--- config.mk ---
export PLATFORM = sky130hd
export DESIGN_NAME = serial_seq_gen
export DESIGN_NICKNAME = d
export VERILOG_FILES = /design/src/rtl/serial_seq_pkg.sv /design/src/rtl/serial_shift_reg.sv /design/src/rtl/serial_seq_gen.sv
export SDC_FILE = /design/constraint.sdc
export NUM_CORES = 1
export LEC_CHECK = 0
export ABC_AREA = 1
export ABC_CLOCK_PERIOD_IN_PS = 4400
export CAP_MARGIN = 20
export CELL_PAD_IN_SITES_DETAIL_PLACEMENT = 1
export CELL_PAD_IN_SITES_GLOBAL_PLACEMENT = 1
export CORE_MARGIN = 1
export CORE_UTILIZATION = 30
export CTS_BUF_LIST = sky130_fd_sc_hd__clkbuf_4 sky130_fd_sc_hd__clkbuf_8
export DETAILED_ROUTE_END_ITERATION = 6
export PLACE_DENSITY_LB_ADDON = 0.1
export RECOVER_POWER = 25
export SLEW_MARGIN = 0
export SYNTH_ARGS = -nofsm -noshare
export SYNTH_HDL_FRONTEND = slang
export SYNTH_SLANG_ARGS = --single-unit
--- constraint.sdc ---
create_clock -name CP -period 4.4 [get_ports CP]
set_input_delay 0.66 -clock CP [delete_from_list [all_inputs] [get_ports CP]]
set_output_delay 0.66 -clock CP [all_outputs]
set_load 0.1 [all_outputs]
--- src/rtl/serial_seq_pkg.sv ---
// Shared types and helpers for the serial_seq_gen serial pattern transmitter.
package serial_seq_pkg;

  typedef enum logic [1:0] {
    ST_IDLE = 2'd0,
    ST_SEND = 2'd1,
    ST_DONE = 2'd2
  } state_t;

  // Zero or oversized lengths both mean "the whole register".
  function automatic int unsigned eff_len(input int unsigned len, input int unsigned width);
    int unsigned r;
    if ((len == 32'd0) || (len > width)) begin
      r = width;
    end else begin
      r = len;
    end
    return r;
  endfunction

  function automatic int unsigned eff_reps(input int unsigned reps);
    int unsigned r;
    if (reps == 32'd0) begin
      r = 32'd1;
    end else begin
      r = reps;
    end
    return r;
  endfunction

endpackage

--- src/rtl/serial_shift_reg.sv ---
// Loadable MSB-first shift register: holds a latched pattern and length, presents
// the selected bit on a registered serial output together with its bit index.
module serial_shift_reg #(
  parameter int   WIDTH    = 8,
  parameter int   LEN_W    = 4,
  parameter logic IDLE_LVL = 1'b0
) (
  input  logic             cp,
  input  logic             clrn,
  input  logic             load,
  input  logic             reload,
  input  logic             shift,
  input  logic             clear,
  input  logic [WIDTH-1:0] load_data,
  input  logic [LEN_W-1:0] load_len,
  output logic             sout,
  output logic [LEN_W-1:0] idx
);

  logic [WIDTH-1:0] data_r;
  logic [LEN_W-1:0] len_r;
  logic [LEN_W-1:0] idx_r;
  logic             sout_r;
  logic [WIDTH-1:0] src_s;
  logic [LEN_W-1:0] nidx_s;
  logic             bit_s;

  // Select the next index and the bit it points at.
  always_comb begin
    src_s  = data_r;
    nidx_s = idx_r;
    if (load) begin
      src_s  = load_data;
      nidx_s = load_len - LEN_W'(1);
    end else if (reload) begin
      nidx_s = len_r - LEN_W'(1);
    end else if (shift) begin
      nidx_s = idx_r - LEN_W'(1);
    end else begin
      nidx_s = idx_r;
    end
    bit_s = 1'b0;
    for (int i = 0; i < WIDTH; i++) begin
      if (nidx_s == LEN_W'(i)) begin
        bit_s = src_s[i];
      end else begin
        bit_s = bit_s;
      end
    end
  end

  // Pattern, length, index and serial output registers.
  always_ff @(posedge cp or negedge clrn) begin
    if (!clrn) begin
      data_r <= {WIDTH{1'b0}};
      len_r  <= {LEN_W{1'b0}};
      idx_r  <= {LEN_W{1'b0}};
      sout_r <= IDLE_LVL;
    end else if (load) begin
      data_r <= load_data;
      len_r  <= load_len;
      idx_r  <= nidx_s;
      sout_r <= bit_s;
    end else if (reload || shift) begin
      idx_r  <= nidx_s;
      sout_r <= bit_s;
    end else if (clear) begin
      idx_r  <= {LEN_W{1'b0}};
      sout_r <= IDLE_LVL;
    end else begin
      idx_r  <= idx_r;
      sout_r <= sout_r;
    end
  end

  assign sout = sout_r;
  assign idx  = idx_r;

endmodule

--- src/rtl/serial_seq_gen.sv ---
// Serial pattern transmitter: sends a latched pattern MSB-first on X, R times back to back.
// Optional SERIAL_SEQ_GEN_ABORT_EN adds an abort input and an aborted status output.
module serial_seq_gen
  import serial_seq_pkg::*;
#(
  parameter int   WIDTH    = 8,
  parameter int   CNT_W    = 4,
  parameter logic IDLE_LVL = 1'b0,
  localparam int  LEN_W    = $clog2(WIDTH + 1)
) (
  input  logic             CP,
  input  logic             CLRn,
  input  logic             start,
  input  logic [WIDTH-1:0] pattern,
  input  logic [LEN_W-1:0] len,
  input  logic [CNT_W-1:0] reps,
`ifdef SERIAL_SEQ_GEN_ABORT_EN
  input  logic             abort,
  output logic             aborted,
`endif
  output logic             X,
  output logic             busy,
  output logic             done,
  output logic [LEN_W-1:0] bit_idx
);

  state_t           state_r;
  state_t           next_state_s;
  logic [CNT_W-1:0] rep_r;
  logic             busy_r;
  logic             done_r;
  logic             load_s;
  logic             reload_s;
  logic             shift_s;
  logic             clear_s;
  logic             abort_s;
  logic             last_bit_s;
  logic [LEN_W-1:0] idx_s;
  logic [LEN_W-1:0] len_eff_s;
  logic [CNT_W-1:0] reps_m1_s;

`ifdef SERIAL_SEQ_GEN_ABORT_EN
  assign abort_s = abort;
`else
  assign abort_s = 1'b0;
`endif

  assign len_eff_s  = LEN_W'(eff_len(32'(len), WIDTH));
  assign reps_m1_s  = CNT_W'(eff_reps(32'(reps)) - 32'd1);
  assign last_bit_s = (idx_s == {LEN_W{1'b0}}) && (rep_r == {CNT_W{1'b0}});

  // State, repetition counter and registered status flags.
  always_ff @(posedge CP or negedge CLRn) begin
    if (!CLRn) begin
      state_r <= ST_IDLE;
      rep_r   <= {CNT_W{1'b0}};
      busy_r  <= 1'b0;
      done_r  <= 1'b0;
    end else begin
      state_r <= next_state_s;
      busy_r  <= (next_state_s == ST_SEND);
      done_r  <= (next_state_s == ST_DONE);
      if (load_s) begin
        rep_r <= reps_m1_s;
      end else if (reload_s) begin
        rep_r <= rep_r - CNT_W'(1);
      end else begin
        rep_r <= rep_r;
      end
    end
  end

  // Next state. The edge leaving DONE doubles as the idle sampling point, so a
  // held start leaves exactly one idle-level bit between streams.
  always_comb begin
    next_state_s = state_r;
    case (state_r)
      ST_IDLE: begin
        if (start) next_state_s = ST_SEND;
        else       next_state_s = ST_IDLE;
      end
      ST_SEND: begin
        if (abort_s || last_bit_s) next_state_s = ST_DONE;
        else                       next_state_s = ST_SEND;
      end
      ST_DONE: begin
        if (start) next_state_s = ST_SEND;
        else       next_state_s = ST_IDLE;
      end
      default: next_state_s = ST_IDLE;
    endcase
  end

  // Shift-register control strobes.
  always_comb begin
    load_s   = 1'b0;
    reload_s = 1'b0;
    shift_s  = 1'b0;
    clear_s  = 1'b0;
    case (state_r)
      ST_IDLE, ST_DONE: begin
        load_s = start;
      end
      ST_SEND: begin
        if (abort_s || last_bit_s) begin
          clear_s = 1'b1;
        end else if (idx_s == {LEN_W{1'b0}}) begin
          reload_s = 1'b1;
        end else begin
          shift_s = 1'b1;
        end
      end
      default: begin
        clear_s = 1'b1;
      end
    endcase
  end

`ifdef SERIAL_SEQ_GEN_ABORT_EN
  logic aborted_r;

  // Flags a DONE entered before the final bit had been sent.
  always_ff @(posedge CP or negedge CLRn) begin
    if (!CLRn) begin
      aborted_r <= 1'b0;
    end else begin
      aborted_r <= (state_r == ST_SEND) && abort && !last_bit_s;
    end
  end

  assign aborted = aborted_r;
`endif

  serial_shift_reg #(
    .WIDTH   (WIDTH),
    .LEN_W   (LEN_W),
    .IDLE_LVL(IDLE_LVL)
  ) u_shift (
    .cp       (CP),
    .clrn     (CLRn),
    .load     (load_s),
    .reload   (reload_s),
    .shift    (shift_s),
    .clear    (clear_s),
    .load_data(pattern),
    .load_len (len_eff_s),
    .sout     (X),
    .idx      (idx_s)
  );

  assign busy    = busy_r;
  assign done    = done_r;
  assign bit_idx = idx_s;

endmodule

== Word-level counts from Yosys, hierarchy flattened ==
Cells that the tools add are included.

* Add/sub/neg operators: 5
* Order comparisons: 1
* Eq/ne operators: 11
* Mux-type cells: 34
* Reductions and logical operators: 12

{| class="wikitable"
|+ Operators by type and width
! operator !! number
|-
| $mux W4 || 10
|-
| $logic_not A4 Y1 || 5
|-
| $mux W1 || 20
|-
| $sub A4 B1 Y4 const B || 5
|-
| $eq A4 B3 Y1 const B || 4
|-
| $eq A4 B2 Y1 const B || 2
|-
| $mux W8 || 1
|-
| $eq A2 B1 Y1 const B || 2
|-
| $eq A2 B2 Y1 const B || 2
|-
| $eq A4 B1 Y1 const B || 1
|-
| $gt A4 B4 Y1 const B || 1
|-
| $pmux W2 S2 || 1
|-
| $reduce_bool A3 Y1 || 1
|-
| $logic_not A2 Y1 || 1
|-
| $logic_or A1 B1 Y1 || 2
|-
| $mux W2 || 1
|-
| $pmux W1 S2 || 1
|-
| $reduce_bool A2 Y1 || 1
|-
| $reduce_or A2 Y1 || 1
|-
| $logic_and A1 B1 Y1 || 1
|}

* Flip-flop bits (word level): 25
* Bits of input ports: 19
* Output and inout bits: 7
* Word-level logic and storage cells: 71

== Depth between registers and ports, before layout ==
Gate-level depths: netlist (run 1).

* Depth after elaboration: 18
* Mapped depth: 16
* Depth with buffers taken out: 16

== Cells and area by module ==
From an unflattened synthesis (run 1), not the netlist that was laid out.

* Cells, all modules: 225
* Area total of the unflattened synthesis: 1599.0 um2

{| class="wikitable"
|+ Modules (own cells, without submodules)
! module !! instances !! cells each !! area an instance (um2) !! seq. area each (um2)
|-
| serial_shift_reg || 1 || 152 || 1071.0 || 425.4
|-
| serial_seq_gen || 1 || 73 || 528.0 || 200.2
|}

== Worst setup path after synthesis (run 1) ==
No wires, ideal clock.

* Kind: register to register
* Start point: register u_shift.idx_r[0], in the netlist u_shift.idx[0]
* End point: register u_shift.sout_r, in the netlist u_shift.sout
* Setup time: 0.120 ns
* Data arrival time: 2.302 ns
* Data required time: 4.280 ns
* Setup slack: 1.978 ns
* Cell stages (with the launch flop): 17
* Buffers on the path: 0
* Period minus slack after synthesis: 2.422 ns
* Cells stage by stage: dfrtp_1 -> inv_1 -> ha_1 -> nand2_1 -> nor2_2 -> nand3_4 -> nand2_4 -> inv_2 -> nand2_2 -> nand2_4 -> nand2_1 -> nand2_1 -> nand2_1 -> nand4_1 -> nand2_1 -> nand2_1 -> nand2_1

* Word-level cells in the longest chain between the ends: 18
* Elaborated cells on any way between the ends: 34
* Those cells by class: add/sub: 1; eq/ne: 7; mux: 21; reduce/logical: 5

{| class="wikitable"
|+ RTL lines
! item !! line !! source
|-
| start: declaration || serial_shift_reg.sv:22 || <nowiki>logic [LEN_W-1:0] idx_r;</nowiki>
|-
| start signal: assignment || serial_shift_reg.sv:57 || <nowiki>idx_r <= {LEN_W{1'b0}};</nowiki>
|-
| start signal: assignment || serial_shift_reg.sv:62 || <nowiki>idx_r <= nidx_s;</nowiki>
|-
| start signal: assignment || serial_shift_reg.sv:65 || <nowiki>idx_r <= nidx_s;</nowiki>
|-
| $logic_not A4 Y1 || serial_seq_gen.sv:50, serial_seq_gen.sv:107 ||
|-
| $mux W1 / $logic_and A1 B1 Y1 (equally long branches) || serial_seq_gen.sv:107, serial_seq_gen.sv:50 ||
|-
| $mux W1 || serial_seq_gen.sv:105 || <nowiki>if (abort_s || last_bit_s) begin</nowiki>
|-
| $mux W1 || serial_seq_gen.sv:100 || <nowiki>case (state_r)</nowiki>
|-
| $mux W4 || serial_shift_reg.sv:37 || <nowiki>end else if (shift) begin</nowiki>
|-
| $mux W4 || serial_shift_reg.sv:35 || <nowiki>end else if (reload) begin</nowiki>
|-
| $mux W4 || serial_shift_reg.sv:32 || <nowiki>if (load) begin</nowiki>
|-
| $logic_not A4 Y1 || serial_shift_reg.sv:44 || <nowiki>if (nidx_s == LEN_W'(i)) begin</nowiki>
|-
| $mux W1 (8 in a row) || serial_shift_reg.sv:44 ||
|-
| $mux W1 || serial_shift_reg.sv:64 || <nowiki>end else if (reload || shift) begin</nowiki>
|-
| $mux W1 || serial_shift_reg.sv:59 || <nowiki>end else if (load) begin</nowiki>
|-
| end signal: assignment || serial_shift_reg.sv:63 || <nowiki>sout_r <= bit_s;</nowiki>
|-
| end signal: assignment || serial_shift_reg.sv:66 || <nowiki>sout_r <= bit_s;</nowiki>
|-
| end signal: assignment || serial_shift_reg.sv:72 || <nowiki>sout_r <= sout_r;</nowiki>
|-
| end: declaration || serial_shift_reg.sv:23 || <nowiki>logic sout_r;</nowiki>
|}

Parallel ways exist; a longest one is shown, timed or not.
A chain may end at the register's enable or synchronous reset.

== Worst setup path in the final report (run 1) ==
* Start point: input port len[0]
* End point: register u_shift.sout_r, in the netlist u_shift.sout

* Word-level cells in the longest chain between the ends: 16
* Elaborated cells on any way between the ends: 24
* Those cells by class: add/sub: 1; order compare: 1; eq/ne: 7; mux: 12; reduce/logical: 3

{| class="wikitable"
|+ RTL lines
! item !! line !! source
|-
| start: declaration || serial_seq_gen.sv:15 || <nowiki>input logic [LEN_W-1:0] len,</nowiki>
|-
| $gt A4 B4 Y1 / $logic_not A4 Y1 (equally long branches) || serial_seq_pkg.sv:13 || <nowiki>if ((len == 32'd0) || (len > width)) begin</nowiki>
|-
| $logic_or A1 B1 Y1 || serial_seq_pkg.sv:13 ||
|-
| $mux W4 (*) || serial_seq_pkg.sv:13 ||
|-
| $sub A4 B1 Y4 (*) || serial_shift_reg.sv:34 || <nowiki>nidx_s = load_len - LEN_W'(1);</nowiki>
|-
| $mux W4 (*) || serial_shift_reg.sv:32 ||
|-
| $logic_not A4 Y1 || serial_shift_reg.sv:44 ||
|-
| $mux W1 (7 in a row) || serial_shift_reg.sv:44 ||
|-
| $mux W1 (*) || serial_shift_reg.sv:44 ||
|-
| $mux W1 || serial_shift_reg.sv:64 ||
|-
| $mux W1 (*) || serial_shift_reg.sv:59 ||
|}

Every way passes the cells marked *; elsewhere a longest branch is shown, timed or not.

==> results of run 1 <==
-- per-stage QoR --
| step | worst slack [ns] | std cells | hold WS (ns) |
|---|---|---|---|
| 6_report | 1.80 | 284 | 0.481 |
| 5_1_grt | 1.63 | 284 | 0.541 |
| 4_1_cts | 1.75 | 284 | 0.486 |
| 3_5_place_dp | 1.44 | 280 | 0.459 |
| 3_3_place_gp | 1.58 | 280 | 0.467 |
| 2_1_floorplan | 1.98 | 190 | 0.364 |
-- cells in the final DEF (no fill, tap or decap), types with 6 or more instances in the layout --
master           instances
inv_2                    7
nand2_2                 11
o21ai_1                  7
nand3_1                  6
or2_2                    6
clkdlybuf4s50_1         24
o21ai_0                  6
nand2_1                 56
dfrtp_1                 25
nor2_1                   9
inv_1                   16
-- power groups by stage --
stage | sequential (W) | clock [W] | combinational (W)
global route | 0.000401 | 0.000163 | 0.000955
CTS | 0.000389 | 0.000156 | 0.000876
detailed placement | 0.000394 | 0 | 0.000870
global placement | 0.000390 | 0 | 0.000843
floorplan | 0.000545 | 0 | 0.000506
finish | 0.000388 | 0.000153 | 0.000867
-- metal layers --
metal / vias up / track usage [%] / wire length, microns
met5: - / 0 / 0
met4: 0 / 5.88 / 58
met3: 5 / 2.07 / 114
met2: 22 / 24.4 / 1710
met1: 607 / 23.4 / 1980
li1: 662 / - / -
-- state kept, by name, indices dropped and copies added (netlist names) --
| signal | cells |
|---|---|
| u_shift.data_r | 8 |
| busy | 1 |
| rep_r | 4 |
| done | 1 |
| u_shift.len_r | 4 |
| u_shift.sout | 1 |
| state_r | 2 |
| u_shift.idx | 4 |
-- cells by family (layout without fill, tap and decap cells) --
group | count (synthesis) | in the layout | synth area share (%)
simple gates | 107 | 107 | 36.5
mux | 1 | 1 | 0.658
compound gates | 22 | 22 | 8.72
flops | 25 | 25 | 41.1
xor+xnor | 5 | 5 | 2.88
buf+inv | 26 | 53 | 6.83
fa+ha+maj | 4 | 4 | 3.29
-- final timing paths --
check / startpoint / endpoint / slack (ns)
worst max-delay path: len[0] / u_shift.sout / 1.80
worst min-delay path: u_shift.data_r[3] / u_shift.data_r[3] / 0.48
worst max register to register: state_r[0] / u_shift.sout / 2.24
worst min register to register: u_shift.data_r[3] / u_shift.data_r[3] / 0.48
max in group asynchronous: CLRn / u_shift.len_r[0] / 2.31
min in group asynchronous: CLRn / u_shift.idx[0] / 1.24
-- worst max-delay path: stages --
cell             delay, ns
clkdlybuf4s50_1       0.43
nor2_1                0.16
nand2_1               0.09
nand2_1               0.06
nand3_1               0.14
ha_1                  0.34
or2_1                 0.26
nand2_1               0.09
inv_2                 0.04
nand2_4               0.08
nand2_1               0.07
nand2_1               0.09
nand2_1               0.06
nand4_1               0.08
nand2_1               0.06
nand2_1               0.06
nand2_1               0.04
-- final cells by class --
| class | instances | area [sq um] |
|---|---|---|
| well taps | 67 | 83.8 |
| flip-flops and latches | 25 | 626 |
| inverters | 23 | 86.3 |
| clock buffers | 3 | 41.3 |
| repair buffers | 26 | 254 |
| clock inverters | 1 | 7.51 |
| fillers | 602 | 2900 |
| multi-input cells | 139 | 792 |
==> key figures, run 1 <==
Outcome
  – Status: complete, no violations

Clocking
  – CTS tree: done
  – Clock Latency Late Sink: 0.29 ns
  – CTS HTree Levels: 1
  – CTS root buf: clkbuf_8
  – CTS Buffer Depth: 2
  – Clock sinks: 25
  – Post-CTS Hold Fix Bufs: 0
  – Postcts setup bufs: 0
  – Clk pin slew, worst setup/hold paths: around 0.11 ns
  – CTS Buf Count: 3
  – CTS resizes: 0

Setup path
  – WP data required: 4.59 ns
  – Worst-path fanout max: 5
  – Setup CP Type: input pin to flop
  – Worst Reg-to-Reg Cells: 13
  – Worst setup EP type: flop
  – Startpoint Class: input pin
  – Critical path arrival: 2.80 ns

Die
  – DIE AREA: 5360 sq um
  – Die height: 73.2 microns
  – I/O pin count: 26
  – Initial core utilization: 31.8%
  – Die width: 73.2 microns
  – Core outline area: 4790 sq um
  – Cell Rows: 25

Route
  – 1st-iter DRT viols: 40
  – WL/cell: around 14 microns
  – DR vias: approximately 1300
  – Final WL: 3870 microns
  – Drt pass-1 iters: 4
  – ANT nets after route: 0
  – Via/cell ratio: approximately 4.6
  – Residual DRC: 0

Logic synthesis
  – Synth cell types: 34
  – Yosys top cell area share: 41.1%
  – Number of synthesized register bits: 25
  – Fraction of registers with async set/reset: 100%
  – Leading post-synthesis cells by cell area: dfrtp_1, nand2_1, nand2_2, inv_1, ha_1
  – Top cell type by total area after synthesis: dfrtp_1
  – Top cells by count, synth: nand2_1, dfrtp_1, inv_1
  – Syn avg cell area: roughly 8.0 sq um
  – Seq/Total Area, Yosys: 41.1%
  – Main synth FF type: dfrtp_1
  – Post-Syn Area: 1520 sq um
  – Yosys warns: 0
  – Top-count cell post-synth: nand2_1
  – Net count after synthesis: 213
  – Post-synth EDFFs: 0
  – Mapped Cells: 190

STA
  – RSZ-0062 raised after global routing: no
  – Setup Skew: 0.0124 ns
  – Final setup fails: 0
  – Fmax: 384 MHz
  – Max-slew headroom: 3.19%
  – Final Slew Violations: 0
  – Worst Tran Pin Value: roughly 1.5 ns
  – Setup TNS: 0 ns
  – Final Hold Violating Endpoints: 0
  – Min Tclk post-route: 2.60 ns
  – Tcrit/Tclk final: 59.2%

Final layout
  – Layout area overhead: 24.3%
  – Layout cells sized above 1: 18.4%
  – Post-layout util: 39.5%
  – Design Area, Final: roughly 1900 sq um
  – Nets: 241
  – Diodes inserted: 0

Power and ir drop
  – Switching pwr: 0.000727 W
  – Seq pwr share: 27.5%
  – Net Sw Frac: 51.6%
  – Pint: 0.000681 W
  – Clock power frac: approximately 11%
  – Pwr dens: 745 nW/um^2
  – Peak supply drop: 274 uV
  – Pleak: 0.902 nW
  – Power share of the combinational group: ~62%
  – Total power: around 0.0014 W

GRT
  – First-pass GRT wire length: around 6400 microns
  – Initial antenna violation count: 0
  – Largest net degree at the start of global routing: 26
  – Grt total ovfl: 0
  – Vias in the first global route: 1283
  – GRT Util Overall: 16.1%

Placed design
  – Placed Area: approximately 1800 sq um
  – GP Congestion: 0.744
  – Final HPWL DP: 2990 microns
  – Buffers on Ports: 25

Flow run
  – Max_cap viols: 0

Hold path
  – Hold Path Stages: 2
  – Worst Hold Class: flop to flop
No activity file was read; power rests on OpenSTA's default activity.
==> inputs of run 2 (changes only) <==
--- a/config.mk
+++ b/config.mk
@@ -6,7 +6,7 @@
 export NUM_CORES = 1
 export LEC_CHECK = 0
 export ABC_AREA = 1
-export ABC_CLOCK_PERIOD_IN_PS = 4400
+export ABC_CLOCK_PERIOD_IN_PS = 2600
 export CAP_MARGIN = 20
 export CELL_PAD_IN_SITES_DETAIL_PLACEMENT = 1
 export CELL_PAD_IN_SITES_GLOBAL_PLACEMENT = 1
==> constraint.sdc (replaced) <==
create_clock -name CP -period 2.6 [get_ports CP]
set_input_delay 0.39 -clock CP [delete_from_list [all_inputs] [get_ports CP]]
set_output_delay 0.39 -clock CP [all_outputs]
set_load 0.1 [all_outputs]
==> key figures, run 2 (synthesis gave the netlist of run 1 again) <==
Die
  – DIE AREA: 5360 sq um
  – Core outline area: 4790 sq um
  – I/O pin count: 26
  – Cell Rows: 25
  – Initial core utilization: 31.8%
  – Die width: 73.2 microns
  – Die height: 73.2 microns

STA
  – Final setup fails: 0
  – Tcrit/Tclk final: between 80% and 90%
  – Worst Tran Pin Value: between 1 and 1.5 ns
  – Final Slew Violations: 0
  – Min Tclk post-route: 2.34 ns
  – Final Hold Violating Endpoints: 0
  – Setup TNS: 0 ns
  – Max-slew headroom: 4.88%
  – Setup Skew: 0.00497 ns
  – Fmax: 428 MHz
  – RSZ-0062 raised after global routing: no

Final layout
  – Max reg flops: 8
  – Layout cells sized above 1: between 20 and 25%
  – Post-layout util: 39.4%
  – Most frequent cells in the layout: nand2_1, dfrtp_1, clkdlybuf4s50_1
  – Layout area overhead: 23.9%
  – Diodes inserted: 0
  – Most common cell after layout, fill and taps aside: nand2_1
  – Nets: 243
  – Fin cells: around 290
  – Largest reg by FF count: u_shift.data_r
  – Fill cell count: 593

Route
  – Final WL: 3760 microns
  – Residual DRC: 0
  – Drt pass-1 iters: 4
  – WL/cell: 13.2 microns
  – 1st-iter DRT viols: 32
  – Via/cell ratio: 4.66
  – ANT nets after route: 0
  – DR vias: 1334

Clocking
  – Clk pin slew, worst setup/hold paths: 0.09 ns
  – Clock sinks: 25
  – CTS Buffer Depth: 2
  – Post-CTS Hold Fix Bufs: 0
  – CTS Buf Count: 3
  – Postcts setup bufs: 0
  – CTS HTree Levels: 1
  – CTS root buf: clkbuf_8
  – CTS tree: done
  – Clock Latency Late Sink: 0.27 ns
  – CTS resizes: 0

Setup path
  – R2r setup slk: ~0.52 ns
  – Setup CP Type: input pin to flop
  – Worst setup EP type: flop
  – Startpoint Class: input pin
  – WP data required: 2.78 ns
  – Worst-path fanout max: 5
  – Critical path arrival: 2.51 ns

Power and ir drop
  – Seq pwr share: around 28%
  – Peak supply drop: 595 uV
  – Pwr dens: 1240 nW/um^2
  – Pint: 0.00114 W
  – Switching pwr: between 0.001 and 0.0015 W
  – Net Sw Frac: 51.3%
  – Pleak: 0.922 nW
  – Total power: 0.00234 W
  – Power share of the combinational group: roughly three fifths
  – Clock power frac: 10.2%

Placed design
  – GP Congestion: 0.785
  – Final HPWL DP: 3010 microns
  – Placed Cells: 282
  – Buffers on Ports: 25

GRT
  – Largest net degree at the start of global routing: 26
  – First-pass GRT wire length: 6810 microns
  – Initial antenna violation count: 0
  – GRT Util Overall: 16.7%
  – Grt total ovfl: 0
  – Vias in the first global route: ~1400

Hold path
  – Worst Hold Class: flop to flop

Outcome
  – Status: complete, no violations

Flow run
  – Max_cap viols: 0
[run 2: cell count changes in the layout (fill, tap and decap cells not counted)]
cell             change
clkdlybuf4s50_1      -7
clkinv_2             +1
buf_4                +9
clkinvlp_4           -1
[run 2: power by group through the flow]
stage / Sequential (W) / Combinational (W) / Clock, W
final: 0.000660 / 0.00144 / 0.000238
after global routing: 0.000686 / 0.00161 / 0.000273
after CTS: 0.000663 / 0.00146 / 0.000258
after detailed placement: 0.000672 / 0.00145 / 0
after global placement: 0.000659 / 0.00142 / 0
after floorplan: 0.000923 / 0.000856 / 0
[run 2: worst paths after layout]
path,from,end,cells past startpoint
min in group asynchronous,CLRn,done,2
max in group asynchronous,CLRn,rep_r[1],2
min,u_shift.data_r[3],u_shift.data_r[3],2
max reg2reg,u_shift.idx[0],u_shift.sout,15
min reg2reg,u_shift.data_r[3],u_shift.data_r[3],2
max,len[0],u_shift.sout,17
[run 2: area by class of cell]
cell class / instances / area [sq um] / area share [%]
Multi-Input combinational cell: 139 / 792 / 42.0
Clock inverter: 1 / 5.00 / 0.265
Sequential cell: 25 / 626 / 33.2
Timing Repair Buffer: 28 / 251 / 13.3
Inverter: 23 / 86.3 / 4.58
Tap cell: 67 / 83.8 / 4.45
Clock buffer: 3 / 41.3 / 2.19
[run 2: worst max-delay path: stages]
cell	delay, ns
clkdlybuf4s50_1	0.42
nor2_1	0.16
nand2_1	0.09
nand2_1	0.07
nand3_1	0.11
ha_1	0.32
or2_1	0.27
nand2_1	0.09
inv_2	0.04
nand2_4	0.09
nand2_1	0.06
nand2_1	0.07
nand2_1	0.06
nand4_1	0.10
nand2_1	0.06
nand2_1	0.05
nand2_1	0.04
[run 2: metal layers]
metal / vias up / wire length (microns) / GRT usage [%]
li1: 668 / - / -
met2: 26 / 1670 / 26.0
met5: - / 0 / 0
met3: 5 / 128 / 2.21
met1: 635 / 1910 / 23.6
met4: 0 / 55 / 5.88
[run 2: per-stage QoR]
stage	hold WS, ns	instance area, sq um	setup WS [ns]
floorplan	0.0944	1520	0.178
global placement	0.462	1840	0.101
detailed placement	0.459	1840	-0.0353
CTS	0.484	1890	0.258
global route	0.519	1890	0.0778
finish	0.476	1890	0.264
